**config.mk**
```make
export PLATFORM = sky130hd
export DESIGN_NAME = line_fetch_scheduler_flat
export DESIGN_NICKNAME = d
export VERILOG_FILES = /design/src/rtl/line_fetch_scheduler_if.sv /design/src/rtl/line_fetch_scheduler.sv /design/src/flat_wrapper.sv
export SDC_FILE = /design/constraint.sdc
export NUM_CORES = 1
export LEC_CHECK = 0
export CAP_MARGIN = 20
export CORE_AREA = 2 2 151 168
export CTS_CLUSTER_SIZE = 40
export DETAILED_ROUTE_END_ITERATION = 6
export DIE_AREA = 0 0 153 170
export PLACE_DENSITY = 0.64
export RECOVER_POWER = 100
export SKIP_LAST_GASP = 1
export SYNTH_ARGS = -nofsm -noshare
export SYNTH_HDL_FRONTEND = slang
export SYNTH_SLANG_ARGS = --single-unit
export TNS_END_PERCENT = 30
```
**constraint.sdc**
```tcl
create_clock -name clk -period 4.23 [get_ports clk]
set_input_delay 0.846 -clock clk [delete_from_list [all_inputs] [get_ports clk]]
set_output_delay 0.846 -clock clk [all_outputs]
set_load 0.03 [all_outputs]
```
**src/rtl/line_fetch_scheduler_if.sv**
```systemverilog
// ---------------------------------------------------------------------------
// line_fetch_scheduler_if
//   Bundles the two handshakes of the vertical line scheduler:
//     - fetch side : fetch_req / fetch_line / fetch_buf  -> line reader
//                    fetch_ack                          <- line reader
//     - output side: out_line_valid / out_line_number /
//                    out_top_buf / out_bot_buf / out_frac -> vertical filter
//                    out_line_ack                         <- vertical filter
//   modport master : the scheduler (drives requests, receives acks)
//   modport slave  : reader/filter side (drives acks, receives requests)
// ---------------------------------------------------------------------------
interface line_fetch_scheduler_if #(
    parameter int LINE_NUMBER_WIDTH = 16,
    parameter int FRAC_WIDTH        = 8
);
    logic                         fetch_req;
    logic [LINE_NUMBER_WIDTH-1:0] fetch_line;
    logic                         fetch_buf;
    logic                         fetch_ack;

    logic                         out_line_valid;
    logic                         out_line_ack;
    logic [LINE_NUMBER_WIDTH-1:0] out_line_number;
    logic                         out_top_buf;
    logic                         out_bot_buf;
    logic [FRAC_WIDTH-1:0]        out_frac;

    modport master (
        output fetch_req, fetch_line, fetch_buf,
        input  fetch_ack,
        output out_line_valid, out_line_number, out_top_buf, out_bot_buf, out_frac,
        input  out_line_ack
    );

    modport slave (
        input  fetch_req, fetch_line, fetch_buf,
        output fetch_ack,
        input  out_line_valid, out_line_number, out_top_buf, out_bot_buf, out_frac,
        output out_line_ack
    );
endinterface

```
**src/rtl/line_fetch_scheduler.sv**
```systemverilog
// ---------------------------------------------------------------------------
// line_fetch_scheduler
//   Vertical-scaling line scheduler. For each output line a fixed-point
//   source position (acc) selects a top source line s and a bottom line s+1
//   (both clamped to src-1). Source lines are fetched in order into a
//   two-slot ping-pong buffer (slot = line[0]) before each output line is
//   presented to the vertical filter together with its fraction.
//
// Ports
//   clk, rst            clock, synchronous active-high reset
//   en                  global enable, 0 stalls everything
//   frame_start         one-cycle frame start pulse
//   cfg_src_lines       source lines per frame      (latched at frame start)
//   cfg_dst_lines       output lines per frame      (latched at frame start)
//   cfg_v_step          Q(LNW.FW) source step/line  (latched at frame start)
//   bus                 fetch and output-line handshakes (master side)
//   frame_done          one-cycle pulse when the frame completes
//   busy                high whenever not idle
//   resync_pulse        one-cycle pulse on a mid-frame restart
//                       (only with LINE_FETCH_SCHEDULER_RESYNC_EN)
//
// Build option
//   LINE_FETCH_SCHEDULER_RESYNC_EN : frame_start while busy restarts the
//   frame instead of being ignored.
// ---------------------------------------------------------------------------
module line_fetch_scheduler #(
    parameter int LINE_NUMBER_WIDTH = 16,
    parameter int FRAC_WIDTH        = 8
) (
    input  logic                                    clk,
    input  logic                                    rst,
    input  logic                                    en,
    input  logic                                    frame_start,
    input  logic [LINE_NUMBER_WIDTH-1:0]            cfg_src_lines,
    input  logic [LINE_NUMBER_WIDTH-1:0]            cfg_dst_lines,
    input  logic [LINE_NUMBER_WIDTH+FRAC_WIDTH-1:0] cfg_v_step,
    line_fetch_scheduler_if.master                  bus,
    output logic                                    frame_done,
`ifdef LINE_FETCH_SCHEDULER_RESYNC_EN
    output logic                                    resync_pulse,
`endif
    output logic                                    busy
);
    localparam int LNW = LINE_NUMBER_WIDTH;
    localparam int FW  = FRAC_WIDTH;
    localparam int AW  = LNW + FW + 1;   // one guard bit above the step range

    localparam logic [2:0] S_IDLE    = 3'd0;
    localparam logic [2:0] S_EVAL    = 3'd1;
    localparam logic [2:0] S_FETCH   = 3'd2;
    localparam logic [2:0] S_PRESENT = 3'd3;
    localparam logic [2:0] S_DONE    = 3'd4;

    logic [2:0]        state;
    logic [LNW-1:0]    src_q;
    logic [LNW-1:0]    dst_q;
    logic [LNW+FW-1:0] step_q;
    logic [AW-1:0]     acc;
    logic [LNW-1:0]    next_fetch;
    logic [LNW-1:0]    out_cnt;

    // Position arithmetic. The clamps only matter once s reaches the last
    // source line; both are evaluated with one extra bit so s+1 cannot wrap.
    logic [LNW:0]   s_int;
    logic [LNW:0]   last_line;
    logic [LNW+1:0] s_plus;
    logic [LNW:0]   need_line;
    logic           top_clamp;
    logic           fetch_go;
    logic [AW:0]    acc_sum;
    logic [AW-1:0]  acc_next;
    logic           start_hit;
    logic           empty_cfg;

    assign s_int     = acc[AW-1:FW];
    assign last_line = {1'b0, src_q} - {{LNW{1'b0}}, 1'b1};
    assign s_plus    = {1'b0, s_int} + {{(LNW+1){1'b0}}, 1'b1};
    assign need_line = (s_plus >= {1'b0, last_line}) ? last_line : s_plus[LNW:0];
    assign top_clamp = (s_int >= last_line);
    // Lines are fetched strictly in order, so every line up to need_line
    // is resident once next_fetch passes it; line n only evicts n-2.
    assign fetch_go  = ({1'b0, next_fetch} <= need_line);

    assign acc_sum   = {1'b0, acc} + {2'b00, step_q};
    assign acc_next  = acc_sum[AW] ? {AW{1'b1}} : acc_sum[AW-1:0];

    assign empty_cfg = (cfg_src_lines == '0) || (cfg_dst_lines == '0);
`ifdef LINE_FETCH_SCHEDULER_RESYNC_EN
    assign start_hit = frame_start;
`else
    assign start_hit = frame_start && (state == S_IDLE);
`endif

    always_ff @(posedge clk) begin
        // NOTE: all sequential state uses non-blocking assignments so every
        // register samples the pre-edge values of the others.
        if (rst) begin
            // NOTE: the config copies are reset too, so no output ever
            // depends on an undefined register after reset.
            state      <= S_IDLE;
            src_q      <= '0;
            dst_q      <= '0;
            step_q     <= '0;
            acc        <= '0;
            next_fetch <= '0;
            out_cnt    <= '0;
`ifdef LINE_FETCH_SCHEDULER_RESYNC_EN
            resync_pulse <= 1'b0;
`endif
        end else begin
`ifdef LINE_FETCH_SCHEDULER_RESYNC_EN
            resync_pulse <= 1'b0;
`endif
            if (en) begin
                if (start_hit) begin
                    src_q      <= cfg_src_lines;
                    dst_q      <= cfg_dst_lines;
                    step_q     <= cfg_v_step;
                    acc        <= '0;
                    next_fetch <= '0;
                    out_cnt    <= '0;
                    // An empty frame has nothing to fetch or present.
                    state      <= empty_cfg ? S_DONE : S_EVAL;
`ifdef LINE_FETCH_SCHEDULER_RESYNC_EN
                    resync_pulse <= (state != S_IDLE);
`endif
                end else begin
                    case (state)
                        S_EVAL:    state <= fetch_go ? S_FETCH : S_PRESENT;
                        S_FETCH: begin
                            if (bus.fetch_ack) begin
                                next_fetch <= next_fetch + {{(LNW-1){1'b0}}, 1'b1};
                                state      <= S_EVAL;
                            end
                        end
                        S_PRESENT: begin
                            if (bus.out_line_ack) begin
                                acc     <= acc_next;
                                out_cnt <= out_cnt + {{(LNW-1){1'b0}}, 1'b1};
                                state   <= (out_cnt == dst_q - {{(LNW-1){1'b0}}, 1'b1})
                                           ? S_DONE : S_EVAL;
                            end
                        end
                        S_DONE:    state <= S_IDLE;
                        default:   state <= S_IDLE;
                    endcase
                end
            end
        end
    end

    // Strobes are gated by en; data fields follow the state only, so they
    // are unchanged across a stall.
    assign bus.fetch_req       = en && (state == S_FETCH);
    assign bus.fetch_line      = (state == S_FETCH) ? next_fetch : '0;
    assign bus.fetch_buf       = (state == S_FETCH) && next_fetch[0];

    assign bus.out_line_valid  = en && (state == S_PRESENT);
    assign bus.out_line_number = (state == S_PRESENT) ? out_cnt : '0;
    assign bus.out_top_buf     = (state == S_PRESENT) &&
                                 (top_clamp ? last_line[0] : s_int[0]);
    assign bus.out_bot_buf     = (state == S_PRESENT) && need_line[0];
    assign bus.out_frac        = (state == S_PRESENT) ? acc[FW-1:0] : '0;

    assign frame_done          = en && (state == S_DONE);
    assign busy                = (state != S_IDLE);
endmodule

```
**src/flat_wrapper.sv**
```systemverilog
// flat-port wrapper written by rule: the top's interface ports become plain ports
module line_fetch_scheduler_flat 
#(
    parameter int LINE_NUMBER_WIDTH = 16,
    parameter int FRAC_WIDTH        = 8
)
  (clk, rst, en, frame_start, cfg_src_lines, cfg_dst_lines, cfg_v_step, frame_done, busy, bus_fetch_req, bus_fetch_line, bus_fetch_buf, bus_fetch_ack, bus_out_line_valid, bus_out_line_number, bus_out_top_buf, bus_out_bot_buf, bus_out_frac, bus_out_line_ack);
  line_fetch_scheduler_if #(.LINE_NUMBER_WIDTH(LINE_NUMBER_WIDTH), .FRAC_WIDTH(FRAC_WIDTH)) bus_i ();
  input  logic clk;
  input  logic rst;
  input  logic en;
  input  logic frame_start;
  input  logic [LINE_NUMBER_WIDTH-1:0] cfg_src_lines;
  input  logic [LINE_NUMBER_WIDTH-1:0] cfg_dst_lines;
  input  logic [LINE_NUMBER_WIDTH+FRAC_WIDTH-1:0] cfg_v_step;
  output logic frame_done;
  output logic busy;
  output wire logic [$bits(bus_i.fetch_req)-1:0] bus_fetch_req;
  output wire logic [$bits(bus_i.fetch_line)-1:0] bus_fetch_line;
  output wire logic [$bits(bus_i.fetch_buf)-1:0] bus_fetch_buf;
  input wire logic [$bits(bus_i.fetch_ack)-1:0] bus_fetch_ack;
  output wire logic [$bits(bus_i.out_line_valid)-1:0] bus_out_line_valid;
  output wire logic [$bits(bus_i.out_line_number)-1:0] bus_out_line_number;
  output wire logic [$bits(bus_i.out_top_buf)-1:0] bus_out_top_buf;
  output wire logic [$bits(bus_i.out_bot_buf)-1:0] bus_out_bot_buf;
  output wire logic [$bits(bus_i.out_frac)-1:0] bus_out_frac;
  input wire logic [$bits(bus_i.out_line_ack)-1:0] bus_out_line_ack;
  assign bus_fetch_req = bus_i.fetch_req;
  assign bus_fetch_line = bus_i.fetch_line;
  assign bus_fetch_buf = bus_i.fetch_buf;
  assign bus_i.fetch_ack = bus_fetch_ack;
  assign bus_out_line_valid = bus_i.out_line_valid;
  assign bus_out_line_number = bus_i.out_line_number;
  assign bus_out_top_buf = bus_i.out_top_buf;
  assign bus_out_bot_buf = bus_i.out_bot_buf;
  assign bus_out_frac = bus_i.out_frac;
  assign bus_i.out_line_ack = bus_out_line_ack;
  line_fetch_scheduler #(.LINE_NUMBER_WIDTH(LINE_NUMBER_WIDTH), .FRAC_WIDTH(FRAC_WIDTH)) u_core (.clk(clk), .rst(rst), .en(en), .frame_start(frame_start), .cfg_src_lines(cfg_src_lines), .cfg_dst_lines(cfg_dst_lines), .cfg_v_step(cfg_v_step), .bus(bus_i), .frame_done(frame_done), .busy(busy));
endmodule
```
==> results.json <==
{
  "die-area_um2": 26000,
  "slew_violations": 122,
  "globalRouteOverflowTotal": 0,
  "violations": "capacitance limit, slew limit, setup timing",
  "pwr-share-comb_pct": 19.8,
  "cp_max_fo": 4,
  "drc": 0,
  "setup_viol": 3,
  "clk_pin_slew_ns": 0.06,
  "cts.path.max_buffers": 2,
  "critical_path_class": "register to primary output",
  "drtPass1Iterations": 4,
  "layout_commonest_cell": "nand2_1",
  "rsz0062_at_grt": "true",
  "seq_power_share_pct": 33.8,
  "syn_area_per_cell_um2": 7.59,
  "cts_buffers": 17,
  "fin_crit_ns": 4.64,
  "synth-seq-area-share_pct": 27.8,
  "htree_levels": 4,
  "outcome": "finished with violations",
  "hold_path_class": "register to register",
  "wire_per_inst_um": 16.2,
  "dpl_cell_area_um2": 10200,
  "insertion_delay_ns": 0.43,
  "clockRootBuffer": "clkbuf_16",
  "power.leakage_nw": 4.71,
  "grtUsageTotal_pct": 19.7,
  "syn2layout_area_growth_pct": 34.4,
  "start_util_pct": 34.4,
  "diodes": 0,
  "final_area_um2": 11200,
  "cts_tree": "built",
  "p_int_mw": 2.47,
  "first_iter_violations": 524,
  "maxCapViolCount": 2,
  "async_flop_share_pct": 0,
  "fp.dieH_um": 170,
  "vias": 8608,
  "port_buffers": 108,
  "multi_input_area_um2": 5890,
  "clock_sinks": 116,
  "grt_max_degree": 80,
  "relSlewSlack_pct": -30.1,
  "ios": 109,
  "antenna_found_initial": 0,
  "routabilityCongestion": 0.882,
  "finalClockSkew_ns": 0.00927,
  "register_area_um2": 2320,
  "power.switching_mw": 0.957,
  "die_x_um": 153,
  "irDropWorstVdd_mv": 0.262,
  "grt_pass1_wl_um": 42000,
  "grt_pass1_vias": 8374,
  "hold_violations": 0,
  "drive_gt1_share_pct": 14.2,
  "synth_edf_count": 0,
  "synth-main-ff-cell": "dfxtp_1",
  "dp.cells": 1542,
  "synth_nets": 1238,
  "endpoint_kind": "primary output",
  "synth_cell_type_count": 68,
  "power_density_nw_per_um2": 306,
  "worst_slack_ns": -0.406,
  "syn_inst": 1100,
  "max_freq_mhz": 216,
  "wirelength_um": 25900,
  "yosys_warnings": 0,
  "post-route-period-util_pct": 110,
  "synth_area_um2": 8350,
  "final_util_pct": 46.3,
  "tightest_slew_ns": 1.95,
  "crit_arrival_ns": 3.79,
  "worstSetupStartpointType": "register",
  "clkPwrFrac_pct": 46.4,
  "fillers": 2457,
  "critPathRequiredTime_ns": 3.38,
  "dpl.hpwl_um": 19300,
  "num_rows": 60,
  "ctsHoldBuffers": 0,
  "stdcell_count": 1596,
  "ant_nets": 0,
  "mostFrequentLayoutCells": "nand2_1 (172), a21oi_1 (122), dfxtp_1 (114)",
  "core_area_um2": 24200,
  "viasPerCell": 5.39,
  "nNetsFinal": 1411,
  "switching_share_pct": 27.9,
  "ys_ff_latch": 116
}
path summary, 6_finish.rpt:
kind                     start                end  slack (ns)  cells past startpoint
max            u_core.src_q[5]    bus_out_top_buf       -0.41                     17
min          u_core.step_q[13]  u_core.step_q[13]        0.46                      2
max reg2reg    u_core.src_q[5]    u_core.state[0]       -0.37                     21
min reg2reg  u_core.step_q[13]  u_core.step_q[13]        0.46                      2
area by class of cell:
cell class / instances / area share, %
Multi-Input combinational cell: 897 / 52.5
Clock inverter: 11 / 1.55
Timing Repair Buffer: 210 / 16.5
Tap cell: 310 / 3.46
Inverter: 31 / 1.04
Sequential cell: 116 / 20.7
Clock buffer: 21 / 4.19
power by group through the flow:
stage / sequential [mW] / clock (mW) / combinational (mW)
2_1_floorplan: 1.17 / 0 / 0.368
3_3_place_gp: 1.18 / 0 / 0.617
3_5_place_dp: 1.18 / 0 / 0.625
4_1_cts: 1.16 / 1.61 / 0.654
5_1_grt: 1.16 / 1.66 / 0.749
6_report: 1.16 / 1.59 / 0.681
sequential cells by signal, indices dropped and copies added (netlist names):
| signal | count |
|---|---|
| u_core.step_q | 24 |
| u_core.state | 3 |
| u_core.next_fetch | 16 |
| u_core.out_cnt | 16 |
| u_core.acc | 25 |
| u_core.dst_q | 16 |
| u_core.src_q | 16 |
synthesized netlist by cell type (2+ instances only):
library cell | number | area (µm²)
inv_1 | 31 | 116
a31oi_1 | 4 | 25.0
o31ai_1 | 5 | 37.5
o21bai_1 | 2 | 15.0
a211o_1 | 2 | 17.5
or4_4 | 2 | 22.5
clkbuf_1 | 47 | 176
nor4_1 | 16 | 100
or4_1 | 3 | 22.5
nor3b_1 | 2 | 15.0
nand4_1 | 20 | 125
nand2_1 | 176 | 661
dfxtp_1 | 116 | 2320
and2_1 | 22 | 138
o22ai_1 | 3 | 18.8
xnor2_1 | 30 | 263
o41ai_1 | 2 | 17.5
buf_4 | 3 | 22.5
o21a_1 | 10 | 75.1
nand3_1 | 25 | 125
or3_1 | 12 | 75.1
a311oi_1 | 2 | 17.5
and3_1 | 34 | 213
buf_2 | 4 | 20.0
o2111ai_1 | 7 | 61.3
nand2b_1 | 6 | 37.5
o211ai_1 | 9 | 67.6
nor2b_1 | 7 | 43.8
nor3_1 | 17 | 85.1
a21boi_0 | 3 | 22.5
and4_1 | 3 | 26.3
a2111oi_0 | 5 | 43.8
mux2i_1 | 6 | 60.1
xor2_1 | 52 | 455
nor2_1 | 70 | 263
nor4_2 | 3 | 37.5
o21ai_0 | 64 | 320
nand3b_1 | 3 | 22.5
a211oi_1 | 28 | 210
a31o_2 | 3 | 26.3
a21o_1 | 14 | 105
or2_2 | 3 | 18.8
ha_1 | 75 | 938
a21oi_1 | 125 | 626
per-stage QoR:
stage               setup WS, ns  total power, mW  hold WS (ns)  TNS (ns)
floorplan                -0.0764             1.54         0.440    -0.133
finish                    -0.406             3.43         0.459     -1.13
detailed placement        -0.266             1.81         0.453    -0.701
global route              -0.619             3.57         0.482     -1.72
CTS                       -0.352             3.42         0.461     -1.01
global placement          -0.239             1.80         0.449    -0.616
logic make-up after synthesis:
group                      after synthesis  synth area share (%)
buffers and inverters                   87                  4.20
xor gates and xnor gates                82                  8.60
AOI/OAI and AO/OA                      303                  22.2
muxes                                    7                 0.854
DFF                                    116                  27.8
and+or+nand+nor                        429                  24.9
adders and majority gates               76                  11.5
worst max-delay path, stage by stage, from the launching register on:
cell and delay, ns:
dfxtp_2 0.33, nor4_4 0.35, nand2_2 0.13, buf_4 0.15, or3_4 0.35, xor2_4 0.17, buf_4 0.15, ha_4 0.28
nand2_1 0.06, nor3_2 0.14, o31ai_1 0.10, a22o_1 0.21, a31o_2 0.22, a21oi_2 0.19, nor3_2 0.09, nor3b_4 0.22
buf_6 0.13, buf_12 0.10
routing by layer:
| metal | track usage (%) | part of all wire, % | wire (µm) |
|---|---|---|---|
| met1 | 25.0 | 45 | 11800 |
| met2 | 34.1 | 49 | 12600 |
| met3 | 3.26 | 3.9 | 1020 |
| met4 | 6.40 | 1.9 | 505 |
| met5 | 0 | 0 | 0 |
repair_timing:
item	CTS	global route
gates cloned	0	0
pin swaps	13	30
setup endpoints to repair	3	3
resized for setup	17	37
buffers inserted	20	3
Power figures use the tool's default switching activity.
